## src/rtl/gray_updown_counter_if.sv

```systemverilog
// Signal bundle for gray_updown_counter.
//
// Control strobes (en, up_dn, load, load_gray) are level-sampled on every
// rising clock edge; there is no valid/ready handshake. The counter is always
// ready, and a strobe high at an edge is consumed at that edge. The results
// (b_out, g_out, wrap) are registered and valid from the first reset onward.
interface gray_updown_counter_if #(
   parameter int DATA_SIZE = 4
);

   logic                 en;
   logic                 up_dn;
   logic                 load;
   logic [DATA_SIZE-1:0] load_gray;
   logic [DATA_SIZE-1:0] b_out;
   logic [DATA_SIZE-1:0] g_out;
   logic                 wrap;

   // Driver side: whoever controls the counter.
   modport master (
      output en,
      output up_dn,
      output load,
      output load_gray,
      input  b_out,
      input  g_out,
      input  wrap
   );

   // Counter side.
   modport slave (
      input  en,
      input  up_dn,
      input  load,
      input  load_gray,
      output b_out,
      output g_out,
      output wrap
   );

endinterface

```

## src/rtl/gray_updown_counter.sv

```systemverilog
// Up/down counter holding its state in binary and presenting it as both binary
// and Gray code on registered outputs. A parallel load takes a Gray-coded value
// and converts it to binary with an XOR prefix from the MSB down.
// Edge priority: rst > load > en > hold.
module gray_updown_counter #(
   parameter int DATA_SIZE = 4,
   parameter int RESET_VAL = 0
) (
   input  logic                  clk,
   input  logic                  rst,
   gray_updown_counter_if.slave  bus
);

   localparam logic [DATA_SIZE-1:0] RST_BIN  = DATA_SIZE'(RESET_VAL);
   localparam logic [DATA_SIZE-1:0] RST_GRAY = RST_BIN ^ (RST_BIN >> 1);
   localparam logic [DATA_SIZE-1:0] ONE      = {{(DATA_SIZE-1){1'b0}}, 1'b1};
   localparam logic [DATA_SIZE-1:0] ALL_ONES = {DATA_SIZE{1'b1}};

   logic [DATA_SIZE-1:0] bin_q;
   logic [DATA_SIZE-1:0] gray_q;
   logic                 wrap_q;

   logic [DATA_SIZE-1:0] bin_nxt;
   logic                 wrap_nxt;

   // Bit i of the binary value is the XOR of all Gray bits from the MSB down to i.
   function automatic logic [DATA_SIZE-1:0] gray2bin(input logic [DATA_SIZE-1:0] g);
      logic [DATA_SIZE-1:0] b;
      b[DATA_SIZE-1] = g[DATA_SIZE-1];
      for (int i = DATA_SIZE - 2; i >= 0; i--) begin
         b[i] = b[i+1] ^ g[i];
      end
      return b;
   endfunction

   // Next binary value and wrap flag; a load never reports a wrap.
   always_comb begin
      bin_nxt  = bin_q;
      wrap_nxt = 1'b0;
      if (bus.load) begin
         bin_nxt = gray2bin(bus.load_gray);
      end else if (bus.en) begin
         if (bus.up_dn) begin
            bin_nxt  = bin_q + ONE;
            wrap_nxt = (bin_q == ALL_ONES);
         end else begin
            bin_nxt  = bin_q - ONE;
            wrap_nxt = (bin_q == '0);
         end
      end
   end

   // Binary and Gray are registered together from the same next value so they never skew.
   always_ff @(posedge clk) begin
      if (rst) begin
         bin_q  <= RST_BIN;
         gray_q <= RST_GRAY;
         wrap_q <= 1'b0;
      end else begin
         bin_q  <= bin_nxt;
         gray_q <= bin_nxt ^ (bin_nxt >> 1);
         wrap_q <= wrap_nxt;
      end
   end

   assign bus.b_out = bin_q;
   assign bus.g_out = gray_q;
   assign bus.wrap  = wrap_q;

endmodule

```

## src/flat_wrapper.sv

```systemverilog
// flat-port wrapper written by rule: the top's interface ports become plain ports
module gray_updown_counter_flat 
#(
   parameter int DATA_SIZE = 4,
   parameter int RESET_VAL = 0
)
  (clk, rst, bus_en, bus_up_dn, bus_load, bus_load_gray, bus_b_out, bus_g_out, bus_wrap);
  gray_updown_counter_if #(.DATA_SIZE(DATA_SIZE)) bus_i ();
  input  logic clk;
  input  logic rst;
  input wire logic [$bits(bus_i.en)-1:0] bus_en;
  input wire logic [$bits(bus_i.up_dn)-1:0] bus_up_dn;
  input wire logic [$bits(bus_i.load)-1:0] bus_load;
  input wire logic [$bits(bus_i.load_gray)-1:0] bus_load_gray;
  output wire logic [$bits(bus_i.b_out)-1:0] bus_b_out;
  output wire logic [$bits(bus_i.g_out)-1:0] bus_g_out;
  output wire logic [$bits(bus_i.wrap)-1:0] bus_wrap;
  assign bus_i.en = bus_en;
  assign bus_i.up_dn = bus_up_dn;
  assign bus_i.load = bus_load;
  assign bus_i.load_gray = bus_load_gray;
  assign bus_b_out = bus_i.b_out;
  assign bus_g_out = bus_i.g_out;
  assign bus_wrap = bus_i.wrap;
  gray_updown_counter #(.DATA_SIZE(DATA_SIZE), .RESET_VAL(RESET_VAL)) u_core (.clk(clk), .rst(rst), .bus(bus_i));
endmodule
```

## config.mk

```make
export PLATFORM = sky130hd
export DESIGN_NAME = gray_updown_counter_flat
export DESIGN_NICKNAME = d
export VERILOG_FILES = /design/src/rtl/gray_updown_counter_if.sv /design/src/rtl/gray_updown_counter.sv /design/src/flat_wrapper.sv
export SDC_FILE = /design/constraint.sdc
export NUM_CORES = 1
export LEC_CHECK = 0
export ABC_AREA = 1
export CAP_MARGIN = 20
export CORE_ASPECT_RATIO = 0.7
export CORE_MARGIN = 2
export CORE_UTILIZATION = 30
export CTS_CLUSTER_DIAMETER = 50
export DETAILED_ROUTE_END_ITERATION = 10
export GPL_TIMING_DRIVEN = 0
export PLACE_DENSITY = 0.53
export RECOVER_POWER = 100
export SYNTH_ARGS = -nofsm -noshare
export SYNTH_HDL_FRONTEND = slang
export SYNTH_SLANG_ARGS = --single-unit
```

## constraint.sdc

```tcl
create_clock -name clk -period 2.2 [get_ports clk]
set_clock_uncertainty 0.05 [all_clocks]
set_input_delay 0.55 -clock clk [delete_from_list [all_inputs] [get_ports clk]]
set_output_delay 0.55 -clock clk [all_outputs]
set_load 0.05 [all_outputs]
```

==> results of run 1 <==
registers in the layout, indices dropped and copies added (netlist names):
name              count
u_core.bus.b_out      3
u_core.bus.g_out      4
u_core.bus.wrap       1
routing by layer:
metal | GRT usage | vias up | wire length, um
li1 | - | 314 | -
met4 | 0.0357 | 0 | 10
met1 | 0.174 | 250 | 655
met5 | 0 | - | 0
met2 | 0.217 | 21 | 505
met3 | 0.0484 | 3 | 72
power breakdown:
group	internal, W	switching, W
combinational	0.0000690	0.000130
clock	0.0000623	0.0000476
sequential	0.000161	0.0000125
per-stage QoR:
stage	setup slack (ps)	setup TNS [ps]	instance area [um^2]	power, W	std cells
after floorplan	190	0	564	0.000321	88
after global placement	-124	-292	752	0.000386	126
after detailed placement	-159	-437	752	0.000389	126
after CTS	44.9	0	773	0.000500	129
after global routing	18.4	0	748	0.000525	129
final	80.8	0	748	0.000483	129
layout make-up:
class	count	area (um^2)
Fill cell	202	1070
Tap cell	22	27.5
Multi-Input combinational cell	62	313
Inverter	16	60.1
Timing Repair Buffer	16	146
Clock buffer	3	22.5
Buffer	2	18.8
Sequential cell	8	160
cells by family after synthesis:
| family | after synthesis | share of synthesized area |
|---|---|---|
| simple gates | 50 | 0.415 |
| flops | 8 | 0.284 |
| compound gates | 9 | 0.0820 |
| fa+ha+maj | 3 | 0.0798 |
| buf+inv | 18 | 0.140 |
synthesized netlist by cell type:
| cell | number |
|---|---|
| or2_1 | 1 |
| or2_0 | 1 |
| ha_1 | 2 |
| o21ai_1 | 3 |
| buf_4 | 1 |
| nand2_4 | 1 |
| inv_2 | 2 |
| nand4_1 | 1 |
| inv_1 | 14 |
| buf_6 | 1 |
| a31oi_1 | 1 |
| nor4_1 | 1 |
| nand2_1 | 29 |
| nor2_1 | 6 |
| fa_1 | 1 |
| nor2_4 | 1 |
| nand3_1 | 7 |
| nand3_2 | 2 |
| a21oi_1 | 5 |
| dfxtp_1 | 8 |
what timing repair did:
item | 4_1_cts | 5_1_grt
hold endpoints to repair | 0 | 0
resized for setup | 1 | 2
endpoints found under the setup margin | 1 | 2
pin swaps | 0 | 0
how the worst max path moves through the flow:
stage,from,end,slack (ps),depth (start not counted)
final,u_core.bus.g_out[3],bus_b_out[3],80,1
after global routing,u_core.bus.b_out[2],bus_b_out[2],20,1
after global placement,bus_up_dn,u_core.bus.g_out[2],-120,10
after detailed placement,bus_up_dn,u_core.bus.g_out[2],-160,10
after floorplan,u_core.bus.b_out[0],u_core.bus.g_out[1],190,7
after CTS,u_core.bus.b_out[1],bus_b_out[1],40,1
==> results.sh, run 1 <==
export IMPL_ff2ff_setup_slack_ps=410
export IMPL_startpoint_type="flip-flop"
export IMPL_status="finished clean"
export IMPL_antenna_found_initial=0
export IMPL_die_x_um=55.8
export IMPL_end_kind="output pin"
export IMPL_min_to="u_core.bus.b_out[0]"
export IMPL_setup_violations=0
export IMPL_grt_pass1_vias=491
export IMPL_io_pins=18
export IMPL_crit_path_top_delay_cell="clkdlybuf4s50_1"
export IMPL_postCtsHoldBufs=0
export IMPL_leakage_nw=0.402
export IMPL_hold_path_class="in -> reg"
export IMPL_htree_levels=1
export IMPL_hold_worst_slack_ps=438
export IMPL_totalWireLength_um=1240
export IMPL_path_clk_slew_ps=50
export IMPL_synth_top_area_share=0.284
export IMPL_num_vias=588
export IMPL_slew_limit_headroom=0.604
export IMPL_slew_viol_final=0
export IMPL_tightest_slew_ps=597
export IMPL_synth_seq_cells=8
export IMPL_port_buffer_count=16
export IMPL_hpwl_um=1010
export IMPL_cts_setup_buffers=0
export IMPL_clockRootBuffer="clkbuf_4"
export IMPL_yosysTopAreaCell="dfxtp_1"
export IMPL_mostFrequentLayoutCells="29 x nand2_1, 15 x inv_1, 8 x nand3_1, 8 x clkdlybuf4s50_1, 8 x dfxtp_1"
export IMPL_reg2reg_from="u_core.bus.b_out[0]"
export IMPL_via_per_inst=4.56
export IMPL_grt_pass1_wl_um=2210
export IMPL_die_h_um=40.3
export IMPL_yosysSeqAreaShare=0.284
export IMPL_r2r_end="u_core.bus.g_out[1]"
export IMPL_max_freq_mhz=472
export IMPL_crit_family="buffers and inverters"
export IMPL_holdPathStages=2
export IMPL_ant_nets=0
export IMPL_grt_setup_unrepaired="no"
export IMPL_synthTopCellsByArea="dfxtp_1 28%, nand2_1 19%, inv_1 9.3%"
export IMPL_synth_cells=88
export IMPL_wl_per_cell_um=9.64
export IMPL_rr_worst_depth=7
export IMPL_critical_path_required_ps=1600
export IMPL_cp_arrival_ps=1520
export IMPL_dr_pass1_iters=4
export IMPL_row_count=13
export IMPL_hold_violations=0
export IMPL_numCtsBuffers=3
export IMPL_cp_cell_sequence="clkdlybuf4s50_1"
export IMPL_grt_usage=0.134
export IMPL_cts_buffer_depth=2
export IMPL_vdd_drop_max_mv=0.332
export IMPL_worstSetupPathType="reg -> out"
export IMPL_path_buf_inv=1
export IMPL_die_area_um2=2250
export IMPL_grt_start_max_net_pins=9
export IMPL_worstHoldStart="rst"
export IMPL_synth_cell_types=20
export IMPL_insertion_delay_ps=250
export IMPL_cp_max_fo=6
export IMPL_grt_overflow_total=0
export IMPL_fin_crit_ps=2120
export IMPL_area_growth_synth_to_final_pct=32.6
export IMPL_gp_congestion=0.798
export IMPL_syn_avg_cell_area_um2=6.41
export IMPL_netlist_area_um2=564
export IMPL_cts_tree="done"
export IMPL_drt_initial_drc_count=11
export IMPL_ys_warnings_count=0
export IMPL_drcViolationCount=0
export IMPL_fin_nets=121
export IMPL_diodes=0
export IMPL_layout_commonest_cell="nand2_1"
export IMPL_initial_utilization=0.310
export IMPL_period_share=0.963
export IMPL_core_um2=1820
export IMPL_drv_cap=0
export IMPL_synth_nets=100
export IMPL_fin_util=0.411
export IMPL_cts_sinks=8
export IMPL_drive_above_1_share=0.0748
export IMPL_crit_path_max_incr_delay_ps=840
export IMPL_power_density_nw_per_um2=645
(Power assumes the default switching activity.)
==> inputs of run 2 (changes only) <==
CORE_ASPECT_RATIO = not set   (was 0.7)
CORE_UTILIZATION = 43   (was 30)
PLACE_DENSITY = 0.72   (was 0.53)
==> results.sh, run 2 (synthesis gave the netlist of run 1 again) <==
export IMPL_hold_worst_slack_ps=443
export IMPL_largest_register_ffs=4
export IMPL_clockRootBuffer="clkbuf_4"
export IMPL_grt_overflow_total=0
export IMPL_leakage_nw=0.399
export IMPL_dr_pass1_iters=3
export IMPL_path_buf_inv=1
export IMPL_cts_buffer_depth=2
export IMPL_startpoint_type="flip-flop"
export IMPL_period_share=0.973
export IMPL_htree_levels=1
export IMPL_postCtsHoldBufs=0
export IMPL_port_buffer_count=16
export IMPL_combPwrFrac=0.416
export IMPL_pwr_share_seq=0.361
export IMPL_wl_met3_um=80
export IMPL_cts_setup_buffers=0
export IMPL_drive_above_1_share=0.0841
export IMPL_cp_max_fo=6
export IMPL_crit_path_max_incr_delay_ps=850
export IMPL_met2_length_um=480
export IMPL_slew_viol_final=0
export IMPL_hold_path_class="in -> reg"
export IMPL_layout_commonest_cell="nand2_1"
export IMPL_path_clk_slew_ps=50
export IMPL_cts_sinks=8
export IMPL_grt_usage=0.169
export IMPL_dp_cells=119
export IMPL_crit_path_top_delay_cell="clkdlybuf4s50_1"
export IMPL_power_density_nw_per_um2=641
export IMPL_timing_setup_tns_ps=0
export IMPL_die_x_um=40.2
export IMPL_wl_met1_um=501
export IMPL_drcViolationCount=0
export IMPL_max_freq_mhz=467
export IMPL_startpoint="u_core.bus.b_out[1]"
export IMPL_numCtsBuffers=3
export IMPL_io_pins=18
export IMPL_initial_utilization=0.445
export IMPL_layoutNonFillerInstCount=122
export IMPL_num_vias=559
export IMPL_cp_arrival_ps=1540
export IMPL_end_kind="output pin"
export IMPL_gp_congestion=0.801
export IMPL_hpwl_um=887
export IMPL_cp_cell_sequence="clkdlybuf4s50_1"
export IMPL_grt_setup_unrepaired="no"
export IMPL_wl_per_cell_um=8.71
export IMPL_die_area_um2=1620
export IMPL_tightest_slew_ps=591
export IMPL_core_um2=1270
export IMPL_status="finished clean"
export IMPL_totalWireLength_um=1060
export IMPL_hold_violations=0
export IMPL_mostFrequentLayoutCells="29 x nand2_1, 15 x inv_1, 9 x clkdlybuf4s50_1"
export IMPL_worstSetupPathType="reg -> out"
export IMPL_p_switching_w=0.000186
export IMPL_slew_limit_headroom=0.608
export IMPL_fin_crit_ps=2140
export IMPL_insertion_delay_ps=250
export IMPL_row_count=13
export IMPL_cts_tree="done"
export IMPL_via_per_inst=4.58
export IMPL_critical_path_required_ps=1600
export IMPL_total_power_w=0.000480
export IMPL_grt_pass1_vias=431
export IMPL_diodes=0
export IMPL_antenna_found_initial=0
export IMPL_grt_start_max_net_pins=9
export IMPL_worstHoldStart="rst"
export IMPL_area_growth_synth_to_final_pct=32.6
export IMPL_grt_pass1_wl_um=1770
export IMPL_reg2reg_from="u_core.bus.b_out[0]"
export IMPL_clkPwrFrac=0.223
export IMPL_vdd_drop_max_mv=0.312
export IMPL_fin_nets=121
export IMPL_drt_initial_drc_count=11
export IMPL_route_top_layer_used="met3"
export IMPL_die_h_um=40.2
export IMPL_ant_nets=0
export IMPL_setup_violations=0
export IMPL_swShare=0.387
export IMPL_internal_power_w=0.000294
export IMPL_drv_cap=0
export IMPL_crit_family="buffers and inverters"
run 2: changes by cell type in the layout (fill, tap and decap cells not counted):
cell,delta
buf_4,+1
clkbuf_4,-1
clkdlybuf4s50_1,+1
dlygate4sd2_1,-1
nor2_1,-1
nor2_4,+1
o21ai_0,+1
o21ai_1,-1
or2_0,+1
or2_1,-1
run 2: stage by stage:
stage | utilization | setup slack (ps) | instance area (um^2)
CTS | 0.604 | 3.52 | 766
global placement | 0.586 | -111 | 743
floorplan | - | 190 | 564
detailed placement | 0.586 | -124 | 743
global route | 0.590 | 12.3 | 748
finish | 0.590 | 59.7 | 748
run 2: power groups by stage:
stage                     clock network [W]  registers (W)  logic [W]
after detailed placement                  0       0.000177   0.000210
after global placement                    0       0.000177   0.000207
final                              0.000107       0.000173   0.000199
after CTS                          0.000113       0.000174   0.000210
after global routing               0.000121       0.000176   0.000222
after floorplan                           0       0.000230  0.0000915
run 2: repair_timing:
action	in CTS	in global routing
setup endpoints to repair	0	2
endpoints found under the hold margin	0	0
gates resized for setup	0	2
run 2: area by class of cell:
class / instances / area (um^2)
fill: 129 / 520
buffer: 2 / 18.8
clock buffer: 3 / 22.5
inverter: 16 / 60.1
tap: 15 / 18.8
multi-input combinational: 62 / 320
timing repair buffer: 16 / 148
sequential: 8 / 160
run 2: path summary, 6_finish.rpt:
| path | endpoint | slack, ps | cells after the start |
|---|---|---|---|
| setup reg to reg | u_core.bus.g_out[1] | 410 | 8 |
| hold / removal | u_core.bus.b_out[1] | 440 | 2 |
| setup / recovery | bus_b_out[1] | 60 | 1 |
| hold reg to reg | u_core.bus.wrap | 520 | 2 |
run 2: worst reg2reg max path, cell delays in order (launching register included):
cell	delay (ps)
dfxtp_1	400
inv_1	120
fa_1	540
or2_0	110
nand3_1	150
nand2_4	130
o21ai_0	80
o21ai_1	70
inv_1	40
run 2: per-layer routing:
| metal | GRT usage | up-vias |
|---|---|---|
| li1 | - | 317 |
| met1 | 0.211 | 223 |
| met4 | 0.0250 | 0 |
| met2 | 0.266 | 19 |
| met5 | 0 | - |
| met3 | 0.0833 | 0 |
==> inputs of run 3 (changes only) <==
GPL_ROUTABILITY_DRIVEN = 0   (was not set)
SETUP_SLACK_MARGIN = 0.05   (was not set)
==> results.sh, run 3 (synthesis gave the netlist of run 1 again) <==
export IMPL_critical_path_required_ps=1600
export IMPL_tightest_slew_ps=594
export IMPL_row_count=13
export IMPL_htree_levels=1
export IMPL_fin_crit_ps=2080
export IMPL_setup_violations=0
export IMPL_leakage_nw=0.397
export IMPL_path_clk_slew_ps=50
export IMPL_hold_violations=0
export IMPL_grt_pass1_wl_um=1770
export IMPL_area_growth_synth_to_final_pct=30.2
export IMPL_timing_setup_tns_ps=0
export IMPL_internal_power_w=0.000289
export IMPL_diodes=0
export IMPL_mostFrequentLayoutCells="29 x nand2_1, 15 x inv_1, 8 x nand3_1, 8 x dfxtp_1"
export IMPL_cp_arrival_ps=1480
export IMPL_drive_above_1_share=0.0841
export IMPL_totalWireLength_um=1080
export IMPL_cts_buffer_depth=2
export IMPL_max_freq_mhz=482
export IMPL_largest_register_ffs=4
export IMPL_total_power_w=0.000474
export IMPL_end_kind="output pin"
export IMPL_insertion_delay_ps=250
export IMPL_worstSetupPathType="reg -> out"
export IMPL_fin_nets=121
export IMPL_post_place_ws_ps=-124
export IMPL_drcViolationCount=0
export IMPL_layout_commonest_cell="nand2_1"
export IMPL_grt_start_max_net_pins=9
export IMPL_die_h_um=40.2
export IMPL_die_x_um=40.2
export IMPL_hpwl_um=887
export IMPL_slew_viol_final=0
export IMPL_grt_setup_unrepaired="no"
export IMPL_drt_initial_drc_count=12
export IMPL_ant_nets=0
export IMPL_clkPwrFrac=0.226
export IMPL_drv_cap=0
export IMPL_die_area_um2=1620
export IMPL_grt_overflow_total=0
export IMPL_hold_worst_slack_ps=442
export IMPL_setup_slack_ps=124
export IMPL_hold_path_class="in -> reg"
export IMPL_startpoint_type="flip-flop"
export IMPL_wl_per_cell_um=8.82
export IMPL_slew_limit_headroom=0.606
export IMPL_grt_usage=0.169
export IMPL_initial_utilization=0.445
export IMPL_p_switching_w=0.000186
export IMPL_crit_path_top_delay_cell="clkdlybuf4s50_1"
export IMPL_period_share=0.944
export IMPL_io_pins=18
export IMPL_clockRootBuffer="clkbuf_4"
export IMPL_cts_tree="done"
export IMPL_crit_path_max_incr_delay_ps=830
export IMPL_fin_util=0.579
export IMPL_port_buffer_count=16
export IMPL_path_buf_inv=1
export IMPL_cts_setup_buffers=0
export IMPL_combPwrFrac=0.410
export IMPL_cts_sinks=8
export IMPL_antenna_found_initial=0
export IMPL_numCtsBuffers=3
export IMPL_dr_pass1_iters=3
export IMPL_cp_cell_sequence="clkdlybuf4s50_1"
export IMPL_vdd_drop_max_mv=0.311
export IMPL_via_per_inst=4.55
export IMPL_cp_max_fo=5
export IMPL_pwr_share_seq=0.364
export IMPL_num_vias=555
export IMPL_status="finished clean"
export IMPL_crit_family="buffers and inverters"
export IMPL_power_density_nw_per_um2=646
export IMPL_grt_pass1_vias=431
export IMPL_swShare=0.391
export IMPL_core_um2=1270
## run 3: repair_timing
action | 4_1_cts | 5_1_grt
endpoints found under the setup margin | 1 | 5
hold buffers | 0 | 0
resized for setup | 1 | 4
gates cloned | 0 | 0
## run 3: path summary, 6_finish.rpt
path                             from                   to  slack [ps]  cells after the start
setup / recovery  u_core.bus.b_out[0]         bus_b_out[0]         120                      1
hold / removal                    rst  u_core.bus.b_out[1]         440                      2
setup reg to reg  u_core.bus.b_out[0]  u_core.bus.g_out[1]         410                      8
hold reg to reg   u_core.bus.b_out[0]      u_core.bus.wrap         530                      2
## run 3: layout make-up
type                            count  area (um^2)
Buffer                              2         18.8
Clock buffer                        3         22.5
Fill cell                         131          534
Inverter                           16         60.1
Multi-Input combinational cell     62          320
Sequential cell                     8          160
Tap cell                           15         18.8
Timing Repair Buffer               16          134
## run 3: power by group through the flow
| stage | registers [W] | logic (W) | clock network (W) |
|---|---|---|---|
| 2_1_floorplan | 0.000230 | 0.0000915 | 0 |
| 3_3_place_gp | 0.000177 | 0.000207 | 0 |
| 3_5_place_dp | 0.000177 | 0.000210 | 0 |
| 4_1_cts | 0.000174 | 0.000209 | 0.000113 |
| 5_1_grt | 0.000176 | 0.000217 | 0.000121 |
| 6_report | 0.000173 | 0.000194 | 0.000107 |
## run 3: per-layer routing
metal	track usage	up-vias	wire length [um]	share of wire
li1	-	316	-	-
met1	0.211	220	508	0.47
met2	0.266	19	480	0.45
met3	0.0833	0	86	0.080
met4	0.0250	0	0	0
met5	0	-	0	0
## run 3: stage by stage
stage,instances,area (um^2)
6_report,122,734
4_1_cts,122,764
5_1_grt,122,734
2_1_floorplan,88,564
3_3_place_gp,119,743
3_5_place_dp,119,743
==> RTL change: new RTL, flow settings as in run 3 <==
Reset style: asynchronous (`rst`), changed in one clocked block.
--- a/src/rtl/gray_updown_counter.sv
+++ b/src/rtl/gray_updown_counter.sv
@@ -51,7 +51,7 @@
    end
 
    // Binary and Gray are registered together from the same next value so they never skew.
-   always_ff @(posedge clk) begin
+   always_ff @(posedge clk or posedge rst) begin
       if (rst) begin
          bin_q  <= RST_BIN;
          gray_q <= RST_GRAY;
Check against the original RTL: differs if rst is asserted again (counterexample within 4 cycles, from zero or initial values and one cycle with rst high); with rst held inactive, the same outputs for 10 cycles.
==> RTL change against run 3 <==
Wire length decreased by 4.4%. Sequential power grew 9%. Design area is 0.68% higher. Sequential cell count unchanged. Synthesized area is 0.44% lower. Total power up 16%. Setup slack gained 0.00099 ns. Die area down 0.40%. Largest cell class unchanged.
==> RTL change: results <==
[power_and_ir_drop]
power.leakage_nw = 0.391
irDropWorstVdd_mv = 0.428
total_power_uw = 548

[worst_hold_path]
worstHoldStart = bus_load
hold_path_end = u_core.bus.wrap

[logic_synthesis]
syn_nets = 89
synthArstFlopShare_pct = 100
synthTopCellsByArea = dfrtp_1, nand2_1, inv_1, nand3_1, ha_1
synthFlopType = dfrtp_1
synth_compound_area_share_pct = 9.13
synth_seq_area_share_pct = 35.6
synth_commonest_cells = nand2_1, inv_1, dfrtp_1

[placement]
post-dp-hpwl_um = 815
dp_cells = 108
post-place-ws_ns = -0.0730

[outcome]
status = finished clean

[final_layout]
drive_gt1_share_pct = 15.6

[routing]
drt-wirelength-per-cell_um = 9.27
wl_met3_um = 75
viasPerCell = 4.63
wl_met2_um = 473

[grt]
gr-usage-met1_pct = 20.8
use_met3_pct = 6.67
use_met2_pct = 24.2
grt_pass1_vias = 395
grt_util_all_layers_pct = 15.4

[worst_setup_path]
r2r_start = u_core.bus.b_out[0]
cp-endpoint = bus_b_out[3]
r2r-end = u_core.bus.g_out[1]

[sta]
fin_crit_sh_pct = 94.3
[RTL change: changes by cell type in the layout (fill, tap and decap cells not counted), sizes merged, moves of 2 or more]
cell   change
dfrtp      +8
a21oi      -3
nand3      -2
nand2      -5
nor2       -3
dfxtp      -8
o21ai      +3
[RTL change: layout make-up]
class                      instances  area [um^2]
tap                               15         18.8
multi-input combinational         52          287
timing repair buffer              16          140
clock buffer                       3         22.5
fill                             126          513
inverter                          15         56.3
sequential                         8          200
buffer                             2         15.0
[RTL change: logic make-up after synthesis]
group / after synthesis
simple gates: 40
fa+ha+maj: 3
compound gates: 8
buf+inv: 17
xor+xnor: 1
flops: 8
[RTL change: metrics by stage]
step | cell area, um^2 | hold WS [ns]
2_1_floorplan | 562 | 0.316
3_3_place_gp | 741 | 0.663
3_5_place_dp | 741 | 0.667
4_1_cts | 762 | 0.483
5_1_grt | 739 | 0.497
6_report | 739 | 0.491
